`src/rtl/branch_flush_ctrl_pkg.sv`:
```
// ----------------------------------------------------------------------------
// branch_flush_ctrl_pkg
//   Shared definitions for the EX-stage branch/jump redirect logic: data and
//   counter widths, conditional-branch func3 codes, the redirect FSM state
//   encoding and the packed control bundle driven by the output decoder.
// ----------------------------------------------------------------------------
package branch_flush_ctrl_pkg;

  localparam int unsigned XLEN  = 32;
  localparam int unsigned CNT_W = 32;

  // Conditional-branch func3 codes (RV32I)
  localparam logic [2:0] BR_BEQ  = 3'b000;
  localparam logic [2:0] BR_BNE  = 3'b001;
  localparam logic [2:0] BR_BLT  = 3'b100;
  localparam logic [2:0] BR_BGE  = 3'b101;
  localparam logic [2:0] BR_BLTU = 3'b110;
  localparam logic [2:0] BR_BGEU = 3'b111;

  // Redirect FSM: IDLE issues redirects directly, HOLD waits on the fetch port
  typedef enum logic [0:0] {
    IDLE = 1'b0,
    HOLD = 1'b1
  } redir_state_e;

  // Combinational control bundle produced by the output decoder
  typedef struct packed {
    logic pc_redirect;
    logic flush_ifid;
    logic flush_idex;
    logic redirect_pend;
  } flush_ctrl_t;

  // A control-flow change is resolved in EX: jumps always, branches when taken
  function automatic logic resolve_ev(input logic valid, input logic branch,
                                      input logic jump, input logic taken);
    return valid & (jump | (branch & taken));
  endfunction

endpackage

```
`src/rtl/branch_flush_ctrl_perf_cnt.sv`:
```
// ----------------------------------------------------------------------------
// branch_perf_cnt
//   Two free-running wrap-around event counters for branch statistics.
//   Ports:
//     clk     - rising-edge clock
//     rst     - synchronous active-high reset, clears both counters
//     inc_br  - count one resolved conditional branch this cycle
//     inc_tk  - count one taken redirect this cycle
//     br_cnt  - resolved conditional branch count (wraps to 0)
//     tk_cnt  - taken redirect count (wraps to 0)
// ----------------------------------------------------------------------------
module branch_perf_cnt
  import branch_flush_ctrl_pkg::*;
(
  input  logic             clk,
  input  logic             rst,
  input  logic             inc_br,
  input  logic             inc_tk,
  output logic [CNT_W-1:0] br_cnt,
  output logic [CNT_W-1:0] tk_cnt
);

  logic [CNT_W-1:0] br_q;
  logic [CNT_W-1:0] tk_q;

  // Branch counter; natural modulo-2^CNT_W wrap
  always_ff @(posedge clk) begin
    if (rst) begin
      br_q <= '0;
    end else if (inc_br) begin
      br_q <= br_q + CNT_W'(1);
    end
  end

  // Taken-redirect counter; natural modulo-2^CNT_W wrap
  always_ff @(posedge clk) begin
    if (rst) begin
      tk_q <= '0;
    end else if (inc_tk) begin
      tk_q <= tk_q + CNT_W'(1);
    end
  end

  assign br_cnt = br_q;
  assign tk_cnt = tk_q;

endmodule

```
`src/rtl/branch_flush_ctrl.sv`:
```
// ----------------------------------------------------------------------------
// branch_flush_ctrl
//   Turns an EX-stage branch/jump resolution into a PC redirect plus IF/ID and
//   ID/EX squash. When the fetch port is busy the target is parked in tgt_q
//   and the FSM holds (flushing every cycle) until the port frees up.
//   Ports:
//     clk, rst       - clock, synchronous active-high reset
//     ex_valid       - EX holds a real instruction
//     ex_branch      - EX instruction is a conditional branch
//     ex_jump        - EX instruction is JAL/JALR
//     ex_taken       - branch condition result
//     ex_target      - resolved target address
//     fetch_busy     - fetch port cannot take a PC change this cycle
//     pc_redirect    - PC loads redirect_pc this cycle (combinational)
//     redirect_pc    - target for the PC mux (combinational)
//     flush_ifid     - squash IF/ID this cycle (combinational)
//     flush_idex     - squash ID/EX this cycle (combinational)
//     redirect_pend  - a parked redirect is waiting on fetch_busy
//     br_cnt, tk_cnt - branch / taken-redirect statistics
// ----------------------------------------------------------------------------
module branch_flush_ctrl
  import branch_flush_ctrl_pkg::*;
(
  input  logic             clk,
  input  logic             rst,
  input  logic             ex_valid,
  input  logic             ex_branch,
  input  logic             ex_jump,
  input  logic             ex_taken,
  input  logic [XLEN-1:0]  ex_target,
  input  logic             fetch_busy,
  output logic             pc_redirect,
  output logic [XLEN-1:0]  redirect_pc,
  output logic             flush_ifid,
  output logic             flush_idex,
  output logic             redirect_pend,
  output logic [CNT_W-1:0] br_cnt,
  output logic [CNT_W-1:0] tk_cnt
);

  redir_state_e    state_q;
  redir_state_e    state_d;
  logic [XLEN-1:0] tgt_q;
  logic            ev;
  logic            park;
  logic            in_idle;
  flush_ctrl_t     ctrl;

  assign ev      = resolve_ev(ex_valid, ex_branch, ex_jump, ex_taken);
  assign in_idle = (state_q == IDLE) & ~rst;
  // Redirect resolved while fetch cannot accept it: remember the target
  assign park    = in_idle & ev & fetch_busy;

  // State register
  always_ff @(posedge clk) begin
    if (rst) begin
      state_q <= IDLE;
    end else begin
      state_q <= state_d;
    end
  end

  // Parked target; untouched in HOLD so a later EX event cannot clobber it
  always_ff @(posedge clk) begin
    if (rst) begin
      tgt_q <= '0;
    end else if (park) begin
      tgt_q <= ex_target;
    end
  end

  // Next-state logic
  always_comb begin
    state_d = state_q;
    if (!rst) begin
      case (state_q)
        IDLE: begin
          if (ev && fetch_busy) begin
            state_d = HOLD;
          end
        end
        HOLD: begin
          if (!fetch_busy) begin
            state_d = IDLE;
          end
        end
        default: state_d = IDLE;
      endcase
    end
  end

  // Output decode; reset masks every control output and the target
  always_comb begin
    ctrl        = '0;
    redirect_pc = tgt_q;
    if (rst) begin
      redirect_pc = '0;
    end else begin
      case (state_q)
        IDLE: begin
          if (ev) begin
            ctrl.flush_ifid = 1'b1;
            ctrl.flush_idex = 1'b1;
            if (!fetch_busy) begin
              ctrl.pc_redirect = 1'b1;
              redirect_pc      = ex_target;
            end
          end
        end
        HOLD: begin
          // EX holds a squashed bubble here, so ev is deliberately ignored
          ctrl.flush_ifid    = 1'b1;
          ctrl.flush_idex    = 1'b1;
          ctrl.redirect_pend = 1'b1;
          ctrl.pc_redirect   = ~fetch_busy;
        end
        default: ctrl = '0;
      endcase
    end
  end

  assign pc_redirect   = ctrl.pc_redirect;
  assign flush_ifid    = ctrl.flush_ifid;
  assign flush_idex    = ctrl.flush_idex;
  assign redirect_pend = ctrl.redirect_pend;

  // Statistics only advance while IDLE; HOLD cycles carry bubbles
  branch_perf_cnt u_perf_cnt (
    .clk    (clk),
    .rst    (rst),
    .inc_br (in_idle & ex_valid & ex_branch),
    .inc_tk (in_idle & ev),
    .br_cnt (br_cnt),
    .tk_cnt (tk_cnt)
  );

endmodule

```
`config.mk`:
```
export PLATFORM = sky130hd
export DESIGN_NAME = branch_flush_ctrl
export DESIGN_NICKNAME = d
export VERILOG_FILES = /design/src/rtl/branch_flush_ctrl_pkg.sv /design/src/rtl/branch_flush_ctrl_perf_cnt.sv /design/src/rtl/branch_flush_ctrl.sv
export SDC_FILE = /design/constraint.sdc
export NUM_CORES = 1
export LEC_CHECK = 0
export CORE_ASPECT_RATIO = 1.1
export CORE_UTILIZATION = 54
export CTS_BUF_LIST = sky130_fd_sc_hd__clkbuf_8
export DETAILED_ROUTE_END_ITERATION = 10
export PLACE_DENSITY = 0.95
export SETUP_SLACK_MARGIN = 0.3
export SYNTH_ARGS = -nofsm -noshare
export SYNTH_HDL_FRONTEND = slang
export SYNTH_HIERARCHICAL = 1
export SYNTH_SLANG_ARGS = --single-unit
```
`constraint.sdc`:
```
create_clock -name clk -period 4 [get_ports clk]
set_clock_uncertainty 0.15 [all_clocks]
set_input_delay 0.4 -clock clk [delete_from_list [all_inputs] [get_ports clk]]
set_output_delay 0.4 -clock clk [all_outputs]
set_load 0.02 [all_outputs]
```
Word level (Yosys, flattened, before mapping)
Index checks and enable logic that the tools add are counted.
- add/subtract/negate cells: 2
- muxes and demuxes: 12
- bitwise gates (word level): 11
- reductions and logical operators: 1
- operators with widths (cell ; count):
    32-bit two-way mux ; 4
    32-bit by 1-bit adder with 32-bit output (second input constant) ; 2
    1-bit AND ; 7
    3-bit case mux with 2 select lines ; 1
    1-bit two-way mux ; 4
    4-bit two-way mux ; 1
    3-bit two-way mux ; 1
    1-bit NOT ; 3
    1-bit case mux with 2 select lines ; 1
    1-bit logical AND ; 1
    1-bit OR ; 1
- register bits: 97
- bits of input ports: 39
- output and inout bits: 100
- logic and storage cells: 30

Logic depth before layout (Yosys ltp)
Gate-level depths: netlist of run 1.
- word-level depth: 6
- depth in mapped cells: 9
- gate-level depth less buffers: 6

Cells and area by module
Netlist of run 1, hierarchy kept.
- modules (own cells, without submodules) (module ; times used ; cells an instance ; area each (um^2)):
    branch_perf_cnt ; 1 ; 354 ; 3019.1
    branch_flush_ctrl ; 1 ; 187 ; 1910.6

Worst setup path before layout of run 1
Ideal clock, no wire load.
- kind: input to register
- from: in rst
- to: reg u_perf_cnt.br_q[30] (netlist: u_perf_cnt/br_cnt[30])
- setup time: 0.121 ns
- arrival time: 2.266 ns
- setup slack: 1.463 ns
- cell stages on the path: 8
- path through: clkbuf_1 -> nor3b_1 -> buf_2 -> nand3_2 -> or4_1 -> buf_2 -> nor4_1 -> mux2_2
- longest elaborated chain between the ends: 4
- RTL lines (item ; line ; text):
    start, declared ; branch_flush_ctrl.sv:25 ; input logic rst,
    1-bit NOT ; branch_flush_ctrl.sv:50 ; assign in_idle = (state_q == IDLE) & ~rst;
    1-bit AND ; branch_flush_ctrl.sv:50 ;
    1-bit AND (2 in series) ; branch_flush_ctrl.sv:131 ; .inc_br (in_idle & ex_valid & ex_branch),
    end signal, assigned ; branch_flush_ctrl_perf_cnt.sv:31 ; br_q <= br_q + CNT_W'(1);
    end, declared ; branch_flush_ctrl_perf_cnt.sv:23 ; logic [CNT_W-1:0] br_q;
Several ways; a longest one is shown, not always the timed one.
A chain may end at the register's enable or synchronous reset.

Worst setup path in the final report of run 1
- from: in ex_branch
- to: out redirect_pc[14]
- longest elaborated chain between the ends: 6
- RTL lines (item ; line ; text):
    start, declared ; branch_flush_ctrl.sv:27 ; input logic ex_branch,
    1-bit AND ; branch_flush_ctrl_pkg.sv:37 ; return valid & (jump | (branch & taken));
    1-bit OR ; branch_flush_ctrl_pkg.sv:37 ;
    1-bit AND ; branch_flush_ctrl_pkg.sv:37 ;
    32-bit two-way mux ; branch_flush_ctrl.sv:101 ; if (ev) begin
    32-bit two-way mux ; branch_flush_ctrl.sv:99 ; case (state_q)
    32-bit two-way mux ; branch_flush_ctrl.sv:96 ; if (rst) begin
    end, declared ; branch_flush_ctrl.sv:33 ; output logic [XLEN-1:0] redirect_pc,
Every way passes these cells.

==> results.toml, run 1 <==
[routing]
drtPass1Iterations = 6
drt_wl_total_um = 12100
ant_nets = 0
wl_per_cell_um = 15.5
via_per_inst = 5.77
drt_iter0_markers = 133
vias = 4491
drc = 0

[sta]
fmax_mhz = 304
rsz0062_at_grt = "no"
setup_violations = 0
post-route-min-period_ns = 3.29
setup-tns-final_ns = 0
slew-limit-headroom_pct = 25.9
period_share_pct = 82.3
tightest_slew_ns = 1.11
drv_slew = 0
final_hold_viol_count = 0

[grt]
gr-usage-all-layers_pct = 24.8
antenna_found_initial = 0
grt_start_max_net_pins = 71
grt_pass1_vias = 4108
overflow = 0
grt_pass1_wl_um = 19000

[synth]
synth_top_flop_cell = "dfxtp_1"
syn_nets = 582
ys_ff_latch = 97
synth_area_per_cell_um2 = 9.11
yosysUniqueCellTypes = 41
async_flop_share_pct = 0
synth_cells = 541
synth_edf_count = 0
syn_area_um2 = 4930
seq_area_frac_synth_pct = 39.4
synth-warning-count = 6

[floorplan]
dieArea_um2 = 9520
rows = 36
num_io_pins = 139
die_w_um = 93.1
coreArea_um2 = 8870
die_y_um = 102
initial_core_util_pct = 55.6

[clock_network]
htree_levels = 3
clk_pin_slew_ns = 0.08
clock_latency_ns = 0.34
root_buffer = "clkbuf_8"
cts_setup_buffers = 0
cts_made_buffers = 9
cts_num_sinks = 97
cts-resized-gates = 0
cts_tree = "yes"
cts-hold-fix-buffers = 0
clock_path_buffers = 2

[setup_path]
required_ns = 3.45
crit_top_cell = "clkdlybuf4s50_1"
cp-start-kind = "input port"
critPathCaptureType = "output port"
slowest_stage = "clkdlybuf4s50_1"
critPathTopFamily = "buffers and inverters"
worstPathMaxFanout = 25
crit_arrival_ns = 2.74
slowest_delay_ns = 0.65
cp.buffers_inverters = 3
reg2reg_slack_ns = 1.01
crit_chain = "clkdlybuf4s50_1 -> a21oi_2 -> nor3_4 -> buf_12 -> mux2i_1 -> clkdlybuf4s50_1"
crit_type = "in -> out"

[finish]
drive_gt1_share_pct = 4.52
synthToLayoutAreaGrowth_pct = 32.0
n_antenna_cell = 0
nets = 700

[place]
port_buffers = 138
hpwl_um = 8540
gp_congestion = 0.892

[pwr]
p_per_area_nw_per_um2 = 278
finalPower_uw = 1810
cellLeakagePower_uw = 0.00228
ir_drop_mv = 0.170

[min_path]
hp-class = "reg -> reg"

[status]
status = "finished, final reports clean"

[run]
cap_violations = 0
==> metrics by stage <==
| stage | cell area, um2 | setup slack, ns | hold WS (ns) | utilization, % | std cells |
|---|---|---|---|---|---|
| finish | 6500 | 0.708 | 0.343 | 73.3 | 778 |
| global route | 6500 | 0.580 | 0.369 | 73.3 | 778 |
| CTS | 6500 | 0.705 | 0.347 | 73.3 | 778 |
| detailed placement | 6300 | 0.487 | 0.335 | 71.0 | 762 |
| global placement | 6300 | 0.565 | 0.321 | 71.0 | 762 |
| floorplan | 4930 | 1.46 | 0.311 | - | 541 |
==> layout by cell type (no fill, tap or decap), drive strengths merged, types with 4 or more instances in the layout <==
| cell | count |
|---|---|
| o31ai | 24 |
| clkdlybuf4s50 | 137 |
| and4 | 11 |
| buf | 5 |
| o21ai | 9 |
| nand4 | 16 |
| a21oi | 36 |
| nor2 | 30 |
| dfxtp | 97 |
| or4 | 27 |
| mux2i | 66 |
| and3 | 5 |
| and2 | 4 |
| xnor2 | 13 |
| inv | 8 |
| clkbuf | 11 |
| nor3 | 11 |
| nand2 | 23 |
| nand2b | 65 |
| nand3 | 21 |
| or3 | 9 |
| nor2b | 5 |
| xor2 | 11 |
==> cells in the mapped netlist, drive strengths merged, types with 2 or more instances <==
cell type / instances / area [um2]
o21ai: 9 / 45.0
buf: 14 / 123
nor2: 30 / 113
mux2: 3 / 33.8
ha: 2 / 25.0
xor2: 11 / 96.3
or4b: 2 / 20.0
nand4: 16 / 100
inv: 7 / 26.3
mux2i: 66 / 661
and4: 11 / 96.3
and2: 4 / 25.0
o31ai: 24 / 180
nor2b: 5 / 31.3
nand2b: 65 / 414
or3: 9 / 56.3
xnor2: 13 / 114
dfxtp: 97 / 1940
nor3: 11 / 60.1
a21oi: 36 / 184
nor4: 2 / 12.5
and3: 5 / 31.3
nand3: 21 / 115
clkbuf: 21 / 78.8
or4: 27 / 203
nand2: 23 / 86.3
==> cells by family after synthesis <==
kind of cell,after synthesis,synth area share [%]
adders and majority gates,2,0.508
muxes,69,14.1
buffers and inverters,42,4.62
DFF,97,39.4
xor gates and xnor gates,24,4.26
AOI/OAI and AO/OA,72,8.81
and+or+nand+nor,235,28.3
==> flip-flops by register name (all words and copies together) (netlist names) <==
name,flops
state_q,1
tgt_q,32
u_perf_cnt/br_cnt,32
u_perf_cnt/tk_cnt,32
==> worst paths after layout <==
check | start | endpoint | cells after the start
setup / recovery | ex_branch | redirect_pc[14] | 6
hold reg to reg | tgt_q[31]$_SDFFE_PP0P_ | tgt_q[31]$_SDFFE_PP0P_ | 2
setup reg to reg | state_q$_SDFF_PP0_ | u_perf_cnt/tk_cnt[31]$_SDFFE_PP0P_ | 7
hold / removal | tgt_q[31]$_SDFFE_PP0P_ | tgt_q[31]$_SDFFE_PP0P_ | 2
==> worst min-delay path, stage by stage, from the launching register on <==
cell	delay, ns
dfxtp_1	0.30
nand2b_1	0.08
mux2i_1	0.07
==> where the power goes <==
group	switching [uW]	total (uW)	internal, uW
Sequential	5.29	981	975
Clock	323	645	322
Combinational	86.9	184	97.3
==> per-layer routing <==
| metal | share of wire (%) | track usage, % |
|---|---|---|
| met1 | 44 | 31.3 |
| met5 | 0 | 0 |
| met4 | 1.4 | 9.94 |
| met2 | 48 | 42.4 |
| met3 | 6.1 | 4.09 |
==> final cells by class <==
class	instances	area, um2
Timing Repair Buffer	142	1420
Multi-Input combinational cell	402	2770
Clock inverter	5	55.1
Clock buffer	11	151
Inverter	7	26.3
Sequential cell	97	1940
Tap cell	114	143
Fill cell	655	2370
Note: power is estimated with default switching activity, not from simulation.
==> run 2: changes to the inputs <==
--- a/config.mk
+++ b/config.mk
@@ -6,10 +6,10 @@
 export NUM_CORES = 1
 export LEC_CHECK = 0
 export CORE_ASPECT_RATIO = 1.1
-export CORE_UTILIZATION = 54
+export CORE_UTILIZATION = 45
 export CTS_BUF_LIST = sky130_fd_sc_hd__clkbuf_8
 export DETAILED_ROUTE_END_ITERATION = 10
-export PLACE_DENSITY = 0.95
+export PLACE_DENSITY = 0.85
 export SETUP_SLACK_MARGIN = 0.3
 export SYNTH_ARGS = -nofsm -noshare
 export SYNTH_HDL_FRONTEND = slang
==> constraint.sdc (replaced) <==
create_clock -name clk -period 2.7 [get_ports clk]
set_clock_uncertainty 0.15 [all_clocks]
set_input_delay 0.27 -clock clk [delete_from_list [all_inputs] [get_ports clk]]
set_output_delay 0.27 -clock clk [all_outputs]
set_load 0.02 [all_outputs]
==> run 2 against run 1 <==
Register-to-register slack got worse by 0.72 ns. Via count increased by 0.60%. Non-clock buffer count increased by 24. Clock power increased by 28%. First-iteration DRC count increased by 59%. Setup slack got worse by 0.42 ns. Wire length increased by 1.3%. Sequential share of layout area decreased by 0.61 points. Die area increased by 20%. Combinational power increased by 45%. Utilization decreased by 10 points. Flip-flop and latch count unchanged. Highest routed layer unchanged.
==> results.toml, run 2 (synthesized netlist as in run 1, its figures left out) <==
[setup_path]
worstPathMaxFanout = 16
crit_type = "reg -> reg"
cp-start-kind = "flip-flop"
crit_arrival_ns = 2.51
critPathCaptureType = "flip-flop"
required_ns = 2.79

[routing]
drt_wl_total_um = 12200
drc = 0
wl_per_cell_um = 14.7
drt_iter0_markers = 212
vias = 4518
via_per_inst = 5.44
drtPass1Iterations = 4
ant_nets = 0

[sta]
setup_ws_ns = 0.288
drv_slew = 0
rsz0062_at_grt = "yes"
final_hold_viol_count = 0
period_share_pct = 89.3
tightest_slew_ns = 0.545
post-route-min-period_ns = 2.41
fmax_mhz = 415
slew-limit-headroom_pct = 63.6
setup_violations = 0
hold_slack_ns = 0.341

[clock_network]
cts_num_sinks = 97
cts_tree = "yes"
root_buffer = "clkbuf_8"
clock_path_buffers = 2
cts-hold-fix-buffers = 0
clock_latency_ns = 0.35
clk_pin_slew_ns = 0.09
htree_levels = 3
cts_made_buffers = 9

[grt]
antenna_found_initial = 0
gr-usage-all-layers_pct = 21.3
overflow = 0
grt_pass1_wl_um = 19700
grt_pass1_vias = 4438
grt_start_max_net_pins = 53

[place]
placedCellCount = 814
gp_congestion = 0.819
port_buffers = 138
hpwl_um = 8620
place_area_um2 = 6530
pre_cts_ws_ns = -0.276

[pwr]
ir_drop_mv = 0.236
cellLeakagePower_uw = 0.00249
p_per_area_nw_per_um2 = 383

[finish]
nets = 724
n_antenna_cell = 0
final_util_pct = 63.0
finalNonFillerCells = 831
fin_area_um2 = 6640
drive_gt1_share_pct = 12.4
synthToLayoutAreaGrowth_pct = 34.8
final_common_cell = "clkdlybuf4s50_1"
layout_common_cells = "104 x clkdlybuf4s50_1, 96 x dfxtp_1, 66 x mux2i_1"

[floorplan]
rows = 39
num_io_pins = 139
coreArea_um2 = 10500
die_w_um = 102
dieArea_um2 = 11400
die_y_um = 112
initial_core_util_pct = 46.8

[run]
cap_violations = 0

[min_path]
hp-class = "reg -> reg"

[status]
status = "finished, final reports clean"
[run 2: cell types whose count changed in the layout (fill, tap and decap cells not counted), sizes merged]
cell | previous run | this run
dlygate4sd2 | 0 | 8
clkdlybuf4s50 | 137 | 104
clkbuf | 11 | 32
clkinvlp | 1 | 0
buf | 5 | 29
bufinv | 1 | 0
inv | 8 | 11
clkdlybuf4s15 | 0 | 3
[run 2: layout make-up]
| type | count | area [um2] |
|---|---|---|
| Fill cell | 892 | 3900 |
| Sequential cell | 97 | 1940 |
| Tap cell | 143 | 179 |
| Multi-Input combinational cell | 402 | 2830 |
| Inverter | 7 | 26.3 |
| Timing Repair Buffer | 166 | 1500 |
| Clock inverter | 6 | 28.8 |
| Clock buffer | 10 | 138 |
[run 2: what timing repair did]
action	4_1_cts	5_1_grt
endpoints found under the setup margin	61	52
setup buffers	1	0
resized for setup	37	58
pin swaps	0	5
gates cloned	0	0
[run 2: path summary, 6_finish.rpt]
path | startpoint | endpoint | slack, ns | cells past startpoint
worst max-delay path | state_q$_SDFF_PP0_ | u_perf_cnt/br_cnt[30]$_SDFFE_PP0P_ | 0.29 | 8
worst min-delay path | tgt_q[1]$_SDFFE_PP0P_ | tgt_q[1]$_SDFFE_PP0P_ | 0.34 | 2
worst max register to register | state_q$_SDFF_PP0_ | u_perf_cnt/br_cnt[30]$_SDFFE_PP0P_ | 0.29 | 8
worst min register to register | tgt_q[1]$_SDFFE_PP0P_ | tgt_q[1]$_SDFFE_PP0P_ | 0.34 | 2
[run 2: critical path, cell delays in order, from the launching register on]
cell	delay (ns)
dfxtp_2	0.33
nand2b_4	0.17
nor3b_4	0.21
buf_6	0.14
nand3_2	0.06
or4_4	0.42
buf_6	0.17
nor4_4	0.30
mux2_2	0.36
[run 2: per-stage QoR]
stage	total power [uW]	setup TNS [ns]
2_1_floorplan	1640	0
3_3_place_gp	1760	-2.02
3_5_place_dp	1760	-4.07
4_1_cts	2590	0
5_1_grt	2660	0
6_report	2550	0
[run 2: routing by layer]
layer	wire length [um]	global-route usage, %
met4	142	5.99
met5	0	0
met2	6110	37.8
met1	5260	24.6
met3	719	5.65
[run 2: report_power, final]
part	switching, uW	leakage, uW	total (uW)	internal (uW)
clock	479	0.000101	827	348
sequential	7.45	0.000783	1450	1450
combinational	131	0.00160	267	137
==> run 3: changes to the inputs <==
--- a/config.mk
+++ b/config.mk
@@ -6,10 +6,11 @@
 export NUM_CORES = 1
 export LEC_CHECK = 0
 export CORE_ASPECT_RATIO = 1.1
-export CORE_UTILIZATION = 45
+export CORE_UTILIZATION = 65
 export CTS_BUF_LIST = sky130_fd_sc_hd__clkbuf_8
 export DETAILED_ROUTE_END_ITERATION = 10
-export PLACE_DENSITY = 0.85
+export DONT_BUFFER_PORTS = 1
+export PLACE_DENSITY = 0.87
 export SETUP_SLACK_MARGIN = 0.3
 export SYNTH_ARGS = -nofsm -noshare
 export SYNTH_HDL_FRONTEND = slang
==> constraint.sdc (replaced) <==
create_clock -name clk -period 2.9 [get_ports clk]
set_clock_uncertainty 0.15 [all_clocks]
set_input_delay 0.29 -clock clk [delete_from_list [all_inputs] [get_ports clk]]
set_output_delay 0.29 -clock clk [all_outputs]
set_load 0.02 [all_outputs]
==> run 3 against run 2 <==
Sequential share of layout area rose by 5.5 points. Cell count down 20%. Wire length rose by 2.5%. Combinational power shrank 24%. Die area decreased by 30%. Hold slack got worse by 0.32 ns. Design area down 16%. Flip-flop and latch count unchanged. Critical path depth unchanged. Highest routed layer unchanged. Clock power is 1% higher.
==> results.toml, run 3 (synthesized netlist as in run 1, its figures left out) <==
[pwr]
switching_share_pct = 23.6
clkPwrFrac_pct = 34.9
ir_drop_mv = 0.277
share_seq_of_total_power_pct = 56.6
p_int_uw = 1830
p_per_area_nw_per_um2 = 428
power.switching_uw = 564
combPwrFrac_pct = 8.5
cellLeakagePower_uw = 0.00203

[setup_path]
slowest_delay_ns = 0.56
crit_type = "reg -> reg"
slowest_stage = "dlygate4sd3_1"
crit_chain = "nand2b_4 -> nor3_1 -> buf_4 -> and3_2 -> nand2_1 -> or3_1 -> a21oi_1 -> dlygate4sd3_1"
required_ns = 3.05
worstPathMaxFanout = 7
cp-start-kind = "flip-flop"
ff2ff_path_depth = 8
reg2reg_slack_ns = 0.39
rr_startpoint = "state_q$_SDFF_PP0_"
critPathCaptureType = "flip-flop"
crit_arrival_ns = 2.65
rr_endpoint = "u_perf_cnt/tk_cnt[14]$_SDFFE_PP0P_"

[sta]
setup-tns-final_ns = 0
drv_slew = 0
tightest_slew_ns = 1.12
setup_ws_ns = 0.393
period_share_pct = 86.5
post-route-min-period_ns = 2.51
final_hold_viol_count = 0
setup_violations = 0
rsz0062_at_grt = "yes"
fmax_mhz = 399
slew-limit-headroom_pct = 25.3

[place]
gp_congestion = 0.850
hpwl_um = 7450
place_area_um2 = 4940
port_buffers = 0
pre_cts_ws_ns = 0.183

[clock_network]
cts_tree = "yes"
cts_made_buffers = 9
root_buffer = "clkbuf_8"
clock_latency_ns = 0.35
htree_levels = 3
clock_path_buffers = 2
clk_pin_slew_ns = 0.09
cts_num_sinks = 97

[finish]
layout_common_cells = "97 x dfxtp_1, 66 x mux2i_1, 64 x nand2b_1"
nets = 616
fin_area_um2 = 5590
final_common_cell = "dfxtp_1"
n_antenna_cell = 0
final_util_pct = 78.0
synthToLayoutAreaGrowth_pct = 13.4
drive_gt1_share_pct = 8.29

[floorplan]
initial_core_util_pct = 68.8
num_io_pins = 139
die_w_um = 85.0
die_y_um = 93.3
rows = 32
coreArea_um2 = 7170
dieArea_um2 = 7940

[routing]
ant_nets = 0
drtPass1Iterations = 5
vias = 4247
wl_per_cell_um = 18.9
drt_iter0_markers = 237
via_per_inst = 6.40
drc = 0
drt_wl_total_um = 12500

[status]
status = "finished, final reports clean"

[grt]
overflow = 0
grt_pass1_wl_um = 20100
antenna_found_initial = 0
grt_pass1_vias = 4126
gr-usage-all-layers_pct = 31.5
grt_start_max_net_pins = 75

[min_path]
worstHoldPathCells = 2
hp-class = "in -> reg"
hold_end = "tgt_q[10]$_SDFFE_PP0P_"
hold_start = "rst"

[run]
cap_violations = 0
run 3: how the worst max path moves through the flow:
stage / to / slack (ns) / startpoint
2_1_floorplan: u_perf_cnt/br_cnt[30]$_SDFFE_PP0P_ / 0.47 / state_q$_SDFF_PP0_
3_3_place_gp: u_perf_cnt/br_cnt[16]$_SDFFE_PP0P_ / 0.30 / state_q$_SDFF_PP0_
3_5_place_dp: u_perf_cnt/br_cnt[30]$_SDFFE_PP0P_ / 0.18 / state_q$_SDFF_PP0_
4_1_cts: u_perf_cnt/br_cnt[30]$_SDFFE_PP0P_ / 0.30 / state_q$_SDFF_PP0_
5_1_grt: u_perf_cnt/br_cnt[11]$_SDFFE_PP0P_ / 0.29 / state_q$_SDFF_PP0_
6_report: u_perf_cnt/tk_cnt[14]$_SDFFE_PP0P_ / 0.39 / state_q$_SDFF_PP0_
run 3: per-layer routing:
metal / share of wire [%] / vias up / routed length [um] / global-route usage [%]
met5: 0 / - / 0 / 0
li1: - / 2024 / - / -
met3: 7.5 / 30 / 938 / 7.41
met1: 41 / 2008 / 5100 / 38.2
met4: 2.5 / 0 / 309 / 12.1
met2: 49 / 185 / 6190 / 54.0
run 3: what timing repair did:
| action | in CTS | in global routing |
|---|---|---|
| pin swaps | 0 | 3 |
| setup endpoints to repair | 7 | 13 |
| hold endpoints to repair | 94 | 0 |
| hold buffers | 39 | 0 |
| setup buffers | 0 | 6 |
| resized for setup | 1 | 3 |
run 3: power groups by stage:
stage               Clock [uW]  Combinational, uW  Sequential [uW]
floorplan                    0                141             1380
detailed placement           0                138             1380
finish                     836                203             1350
CTS                        851                194             1350
global placement             0                134             1380
global route               913                213             1360
run 3: area by class of cell:
type                            count  area (um2)
Clock buffer                        9         124
Clock inverter                      6        61.3
Fill cell                         456        1580
Inverter                            7        26.3
Multi-Input combinational cell    402        2780
Sequential cell                    97        1940
Tap cell                           85         106
Timing Repair Buffer               58         551
run 3: critical path: cells and delay by family, from the launching register on:
kind            cells  cell delay [ns]
compound gates      1             0.14
buf+inv             2             0.77
flops               1             0.32
simple gates        5             1.09
run 3: per-stage QoR:
stage | power [uW] | std cells | hold WS (ns)
2_1_floorplan | 1530 | 541 | 0.262
3_3_place_gp | 1520 | 604 | 0.216
3_5_place_dp | 1520 | 604 | 0.219
4_1_cts | 2400 | 658 | 0.00145
5_1_grt | 2480 | 664 | 0.00786
6_report | 2390 | 664 | 0.0181
